--- src/rtl/mdu_pkg.sv ---
// Shared encodings, FSM states, result payload and operand helpers for the multiply/divide unit.
package mdu_pkg;

    localparam int unsigned XLEN  = 32;
    localparam int unsigned CNT_W = 5;

    localparam logic [2:0] OP_MULT  = 3'd0;
    localparam logic [2:0] OP_MULTU = 3'd1;
    localparam logic [2:0] OP_DIV   = 3'd2;
    localparam logic [2:0] OP_DIVU  = 3'd3;
    localparam logic [2:0] OP_MTHI  = 3'd4;
    localparam logic [2:0] OP_MTLO  = 3'd5;

    localparam logic [1:0] ST_IDLE   = 2'd0;
    localparam logic [1:0] ST_RUN    = 2'd1;
    localparam logic [1:0] ST_FINISH = 2'd2;

    localparam logic [XLEN-1:0] DIV0_QUOT = 32'hFFFF_FFFF;

    typedef struct packed {
        logic [XLEN-1:0] hi;
        logic [XLEN-1:0] lo;
        logic            hw;
        logic            lw;
    } mdu_result_t;

    function automatic logic op_is_mul(input logic [2:0] op);
        return (op == OP_MULT) || (op == OP_MULTU);
    endfunction

    function automatic logic op_is_div(input logic [2:0] op);
        return (op == OP_DIV) || (op == OP_DIVU);
    endfunction

    function automatic logic op_is_signed(input logic [2:0] op);
        return (op == OP_MULT) || (op == OP_DIV);
    endfunction

    // Absolute value when the operation treats operands as two's complement.
    function automatic logic [XLEN-1:0] magnitude(input logic [XLEN-1:0] x, input logic sgn);
        return (sgn && x[XLEN-1]) ? XLEN'(-x) : x;
    endfunction

endpackage

--- src/rtl/mdu_divider.sv ---
// Restoring unsigned divider, one quotient bit per step; operands are magnitudes.
module mdu_divider
    import mdu_pkg::*;
#(
    parameter int unsigned WIDTH = 32
)
(
    input  logic             clk,
    input  logic             rst_n,
    input  logic             load,
    input  logic             step,
    input  logic [WIDTH-1:0] dividend,
    input  logic [WIDTH-1:0] divisor,
    output logic [WIDTH-1:0] quotient,
    output logic [WIDTH-1:0] remainder
);

    logic [WIDTH-1:0] rem_q, rem_d;
    logic [WIDTH-1:0] quo_q, quo_d;
    logic [WIDTH-1:0] dsr_q, dsr_d;
    logic [WIDTH:0]   shifted;
    logic [WIDTH+1:0] diff;

    // Shift next dividend bit into the partial remainder and trial-subtract.
    always_comb begin
        rem_d   = rem_q;
        quo_d   = quo_q;
        dsr_d   = dsr_q;
        shifted = {rem_q, quo_q[WIDTH-1]};
        diff    = {1'b0, shifted} - {2'b00, dsr_q};
        if (load) begin
            rem_d = '0;
            quo_d = dividend;
            dsr_d = divisor;
        end else if (step) begin
            if (!diff[WIDTH+1]) begin
                rem_d = WIDTH'(diff);
                quo_d = {quo_q[WIDTH-2:0], 1'b1};
            end else begin
                rem_d = WIDTH'(shifted);
                quo_d = {quo_q[WIDTH-2:0], 1'b0};
            end
        end
    end

    always_ff @(posedge clk or negedge rst_n) begin
        if (!rst_n) begin
            rem_q <= '0;
            quo_q <= '0;
            dsr_q <= '0;
        end else begin
            rem_q <= rem_d;
            quo_q <= quo_d;
            dsr_q <= dsr_d;
        end
    end

    assign quotient  = quo_q;
    assign remainder = rem_q;

endmodule

--- src/rtl/mult_div_unit.sv ---
// Iterative HI/LO multiply/divide unit: shift-add multiply, restoring divide, MTHI/MTLO moves.
module mult_div_unit
    import mdu_pkg::*;
#(
    parameter int unsigned WIDTH = 32
)
(
    input  logic             Clk,
    input  logic             Rst_n,
    input  logic             Start,
    input  logic [2:0]       Op,
    input  logic [WIDTH-1:0] A,
    input  logic [WIDTH-1:0] B,
    input  logic             Abort,
    output logic             Busy,
    output logic             Done,
    output logic [WIDTH-1:0] HIout,
    output logic [WIDTH-1:0] LOout,
    output logic             HWrite,
    output logic             LWrite
);

    logic [1:0]         state_q, state_d;
    logic [CNT_W-1:0]   cnt_q, cnt_d;
    logic [2:0]         op_q, op_d;
    logic [WIDTH-1:0]   a_q, a_d;
    logic [WIDTH-1:0]   b_q, b_d;
    logic [2*WIDTH-1:0] prod_q, prod_d;
    logic               busy_q, busy_d;
    logic               done_q, done_d;
    logic [WIDTH-1:0]   hi_q, hi_d;
    logic [WIDTH-1:0]   lo_q, lo_d;
    logic               hwr_q, hwr_d;
    logic               lwr_q, lwr_d;

    logic               div_load, div_step;
    logic [WIDTH-1:0]   div_quo, div_rem;
    logic [WIDTH-1:0]   mcand;
    logic [WIDTH:0]     mul_sum;
    logic               sgn_op, res_neg, rem_neg;
    logic [2*WIDTH-1:0] prod_fix;
    logic [WIDTH-1:0]   quo_fix, rem_fix;
    mdu_result_t        res;

    mdu_divider #(.WIDTH(WIDTH)) u_div (
        .clk       (Clk),
        .rst_n     (Rst_n),
        .load      (div_load),
        .step      (div_step),
        .dividend  (magnitude(A, op_is_signed(Op))),
        .divisor   (magnitude(B, op_is_signed(Op))),
        .quotient  (div_quo),
        .remainder (div_rem)
    );

    // Sign correction: result negative when signs differ, remainder follows the dividend.
    assign sgn_op   = op_is_signed(op_q);
    assign res_neg  = sgn_op && (a_q[WIDTH-1] ^ b_q[WIDTH-1]);
    assign rem_neg  = sgn_op && a_q[WIDTH-1];
    assign prod_fix = res_neg ? -prod_q : prod_q;
    assign quo_fix  = res_neg ? -div_quo : div_quo;
    assign rem_fix  = rem_neg ? -div_rem : div_rem;
    assign mcand    = magnitude(a_q, sgn_op);
    assign mul_sum  = {1'b0, prod_q[2*WIDTH-1:WIDTH]} + {1'b0, mcand};

    always_comb begin
        state_d  = state_q;
        cnt_d    = cnt_q;
        op_d     = op_q;
        a_d      = a_q;
        b_d      = b_q;
        prod_d   = prod_q;
        done_d   = 1'b0;
        hi_d     = hi_q;
        lo_d     = lo_q;
        hwr_d    = 1'b0;
        lwr_d    = 1'b0;
        div_load = 1'b0;
        div_step = 1'b0;
        res      = '{hi: hi_q, lo: lo_q, hw: 1'b0, lw: 1'b0};

        case (state_q)
            ST_IDLE: begin
                if (Start) begin
                    op_d     = Op;
                    a_d      = A;
                    b_d      = B;
                    cnt_d    = '0;
                    div_load = op_is_div(Op);
                    if (op_is_mul(Op)) begin
                        prod_d = {{WIDTH{1'b0}}, magnitude(B, op_is_signed(Op))};
                    end
                    state_d = (op_is_mul(Op) || op_is_div(Op)) ? ST_RUN : ST_FINISH;
                end
            end
            ST_RUN: begin
                cnt_d = cnt_q + CNT_W'(1);
                if (op_is_mul(op_q)) begin
                    prod_d = prod_q[0] ? {mul_sum, prod_q[WIDTH-1:1]}
                                       : {1'b0, prod_q[2*WIDTH-1:1]};
                end else begin
                    div_step = 1'b1;
                end
                if (cnt_q == {CNT_W{1'b1}}) begin
                    state_d = ST_FINISH;
                end
            end
            ST_FINISH: begin
                state_d = ST_IDLE;
                done_d  = 1'b1;
                case (op_q)
                    OP_MULT, OP_MULTU: begin
                        res = '{hi: prod_fix[2*WIDTH-1:WIDTH], lo: prod_fix[WIDTH-1:0],
                                hw: 1'b1, lw: 1'b1};
                    end
                    OP_DIV, OP_DIVU: begin
                        if (b_q == '0) begin
                            res = '{hi: a_q, lo: DIV0_QUOT, hw: 1'b1, lw: 1'b1};
                        end else begin
                            res = '{hi: rem_fix, lo: quo_fix, hw: 1'b1, lw: 1'b1};
                        end
                    end
                    OP_MTHI: res = '{hi: a_q, lo: lo_q, hw: 1'b1, lw: 1'b0};
                    OP_MTLO: res = '{hi: hi_q, lo: a_q, hw: 1'b0, lw: 1'b1};
                    default: res = '{hi: hi_q, lo: lo_q, hw: 1'b0, lw: 1'b0};
                endcase
                hi_d  = res.hi;
                lo_d  = res.lo;
                hwr_d = res.hw;
                lwr_d = res.lw;
            end
            default: state_d = ST_IDLE;
        endcase

        // Flush wins over everything, including a same-cycle Start.
        if (Abort) begin
            state_d  = ST_IDLE;
            cnt_d    = '0;
            done_d   = 1'b0;
            hi_d     = hi_q;
            lo_d     = lo_q;
            hwr_d    = 1'b0;
            lwr_d    = 1'b0;
            div_load = 1'b0;
            div_step = 1'b0;
        end

        busy_d = (state_d != ST_IDLE);
    end

    always_ff @(posedge Clk or negedge Rst_n) begin
        if (!Rst_n) begin
            state_q <= ST_IDLE;
            cnt_q   <= '0;
            op_q    <= '0;
            a_q     <= '0;
            b_q     <= '0;
            prod_q  <= '0;
            busy_q  <= 1'b0;
            done_q  <= 1'b0;
            hi_q    <= '0;
            lo_q    <= '0;
            hwr_q   <= 1'b0;
            lwr_q   <= 1'b0;
        end else begin
            state_q <= state_d;
            cnt_q   <= cnt_d;
            op_q    <= op_d;
            a_q     <= a_d;
            b_q     <= b_d;
            prod_q  <= prod_d;
            busy_q  <= busy_d;
            done_q  <= done_d;
            hi_q    <= hi_d;
            lo_q    <= lo_d;
            hwr_q   <= hwr_d;
            lwr_q   <= lwr_d;
        end
    end

    assign Busy   = busy_q;
    assign Done   = done_q;
    assign HIout  = hi_q;
    assign LOout  = lo_q;
    assign HWrite = hwr_q;
    assign LWrite = lwr_q;

endmodule
--- config.mk ---
export PLATFORM = sky130hd
export DESIGN_NAME = mult_div_unit
export DESIGN_NICKNAME = d
export VERILOG_FILES = /design/src/rtl/mdu_pkg.sv /design/src/rtl/mdu_divider.sv /design/src/rtl/mult_div_unit.sv
export SDC_FILE = /design/constraint.sdc
export NUM_CORES = 1
export LEC_CHECK = 0
export CAP_MARGIN = 20
export CORE_UTILIZATION = 50
export DETAILED_ROUTE_END_ITERATION = 16
export PLACE_DENSITY = 0.71
export SLEW_MARGIN = 10
export SYNTH_ARGS = -nofsm -noshare
export SYNTH_HDL_FRONTEND = slang
export SYNTH_SLANG_ARGS = --single-unit
--- constraint.sdc ---
create_clock -name Clk -period 9.8 [get_ports Clk]
set_input_delay 2.45 -clock Clk [delete_from_list [all_inputs] [get_ports Clk]]
set_output_delay 2.45 -clock Clk [all_outputs]
set_load 0.005 [all_outputs]
==> flow_summary.yaml <==
synth:
  synth_top_flop_cell: "dfrtp_1"
  synthArstFlopShare_pct: 100
  synth_xor_area_share_pct: 10.8
  synth.net_count: 2719
  synth_edf_count: 0
  synth_top_area_share_pct: 35.8
  syn_area_per_cell_um2: 8.22
  ys_ff_latch: 302
  yosysWarnings: 0
  yosysTopAreaCell: "dfrtp_1"
  synth.most_common_cell: "nand2_1"
  synth_top_family_by_area: "compound AO/OA/AOI/OAI gates"
  synth_cells: 2568
  synth_fa_ha_area_share_pct: 4.81
  synth_cell_types: 75
  muxShareOfSynthArea_pct: 1.95
  yosys.area_share.simple_pct: 18.7
  ys_seq_area_share_pct: 35.8
  synth_common_cells: "nand2_1, dfrtp_1, o21ai_0"
  synth_compound_area_share_pct: 23.6
  netlist_area_um2: 21100
  synthTopCellsByArea: "dfrtp_1, nand2_1, o21ai_0"
sta:
  hold_ws_ps: 475
  rsz0062_at_grt: "no"
  finalHoldViolCount: 0
  relSlewSlack_pct: 26.7
  tightest_slew_ps: 1080
  fin_crit_sh_pct: 52.9
  finalSetupTns_ps: 0
  fmax_ghz: 0.193
  finalCriticalPeriod_ps: 5190
  drv_slew: 0
  skew_ps: 18.5
  setup_viol: 0
global_routing:
  antenna_found_initial: 0
  grt.total_usage_pct: 32.3
  grt_pass1_vias: 18862
  gr-total-overflow: 0
  grt_pass1_wl_um: 109000
  grt_max_degree: 167
setup_path:
  critPathLaunchType: "input port"
  crit_buf_inv: 1
  cp_max_fo: 5
  end_kind: "register"
  required_ps: 10220
  path_cells: "clkdlybuf4s50_1 -> or3_1 -> or4_1 -> nor3_1 -> and3b_1 -> and2_1 -> nand3b_1 -> o41ai_1 -> xor2_1 -> o21ai_0"
  crit_path_max_incr_delay_ps: 500
  arrival_ps: 5610
  cpMaxStageDelayCell: "clkdlybuf4s50_1"
  path_class: "input port to register"
  path_delay_family: "simple AND/OR/NAND/NOR gates"
placed_design:
  port_buffers: 138
  hpwl_um: 51900
  gp_congestion: 0.987
die:
  start_util_pct: 51.2
  die_w_um: 207
  core_um2: 41200
  die_area_um2: 43000
  io_pins: 139
  rows: 74
  die_y_um: 207
detailed_routing:
  drtIter0Drc: 2255
  wl_um: 70600
  drc: 0
  vias: 20164
  first_pass_iters: 6
  avgRoutedWirePerCell_um: 22.3
  drt-vias-per-instance: 6.38
  drtAntennaViolNets: 0
clocking:
  cts_tree: "done"
  postCtsSetupBuffers: 0
  h-tree-depth: 2
  ctsLongestPathBuffers: 3
  cts_buffers: 37
  cts_hold_buf: 0
  path_clk_slew_ps: 60
  clock-sinks: 302
  ctsResizeCount: 0
  clk-insertion-delay-late_ps: 560
  root_buffer: "clkbuf_16"
cells_and_area:
  multi_input_area_um2: 12700
  postLayoutCoreUtil_pct: 58.4
  nFillCells: 3673
  layout.nets: 2752
  seq_area_um2: 7560
  antenna_cells: 0
  area_growth_pct: 14.0
  drive_gt1_share_pct: 4.49
run_status:
  status: "complete, no violations"
power:
  power_density_nw_per_um2: 313
  leakagePower_nw: 10.6
  ir_worst_vdd_mv: 0.164
hold_path:
  hold_class: "register to register"
run:
  maxCapViolations: 0
[logic make-up after synthesis]
logic type               count (synthesis)
AND/OR/NAND/NOR                        843
AO/OA/AOI/OAI                          799
flip-flops                             302
XOR/XNOR                               261
buffers and inverters                  242
adder cells (fa/ha/maj)                 80
multiplexers                            41
[per-stage QoR]
stage | cell area [um^2] | std cells | power (mW) | setup WS (ps)
finish | 24100 | 3162 | 7.54 | 4610
global route | 24100 | 3162 | 8.02 | 4400
CTS | 24000 | 3160 | 7.46 | 4660
detailed placement | 22700 | 3092 | 5.98 | 4080
global placement | 22700 | 3092 | 5.90 | 4070
floorplan | 21100 | 2568 | 4.74 | 4840
[flip-flops by register name (all words and copies together), names as in the netlist, 2 cells and up]
signal / flops
u_div.quotient: 32
u_div.remainder: 32
b_q: 32
cnt_q: 5
u_div.dsr_q: 32
HIout: 32
prod_q: 64
op_q: 3
LOout: 32
state_q: 2
a_q: 32
[report_power, final]
group | internal (mW) | total (mW) | switching, mW
clock network | 0.868 | 1.46 | 0.588
logic | 1.66 | 3.80 | 2.14
registers | 1.64 | 2.28 | 0.638
[final cells by class]
cell class | count | share of cell area [%]
clock buffers | 47 | 4.17
well taps | 532 | 2.77
clock inverters | 21 | 1.13
flip-flops and latches | 302 | 31.4
inverters | 73 | 1.14
multi-input cells | 2024 | 52.6
repair buffers | 163 | 6.76
[routing by layer]
metal / track usage (%) / wire length [um]
met4: 14.6 / 3160
met2: 49.8 / 31400
met5: 0 / 0
met3: 5.81 / 6930
met1: 44.4 / 29100
[cell usage in the layout (no fill, tap or decap), drive strengths merged, types with 27 or more instances in the layout]
cell type / instances
nor2: 136
nor3: 48
inv: 76
a31oi: 37
a21oi: 177
o31ai: 40
xor2: 118
clkdlybuf4s50: 137
a22oi: 63
nor4: 31
dfrtp: 302
nand3: 53
nand2: 400
xnor2: 143
and3: 27
mux2i: 40
ha: 78
o21ai: 294
clkbuf: 47
a221oi: 41
a21o: 34
[path summary, 6_finish.rpt]
kind | from | end | slack (ps) | depth (start not counted)
min | LOout[12]$_DFFE_PN0P_ | LOout[12]$_DFFE_PN0P_ | 470 | 2
max reg2reg | a_q[4]$_DFFE_PN0P_ | prod_q[61]$_DFFE_PN0P_ | 4900 | 16
min reg2reg | LOout[12]$_DFFE_PN0P_ | LOout[12]$_DFFE_PN0P_ | 470 | 2
max | A[2] | u_div.quotient[29]$_DFFE_PN0P_ | 4610 | 10
max in group asynchronous | Rst_n | u_div.dsr_q[7]$_DFFE_PN0P_ | 6490 | 2
min in group asynchronous | Rst_n | prod_q[59]$_DFFE_PN0P_ | 1880 | 1
[worst reg2reg max path, cell delays in order (launching register included)]
cell	delay (ps)
dfrtp_1	530
nor4_1	560
nand2b_1	190
nand2b_1	230
nor3_1	490
nor2_1	110
xnor2_1	350
ha_1	350
nand2_1	110
a21oi_1	50
a221o_1	320
a31oi_1	300
o21ai_0	260
a221oi_1	480
o21ai_0	190
xnor2_1	160
o21ai_0	90
Note: power is estimated with default switching activity, not from simulation.
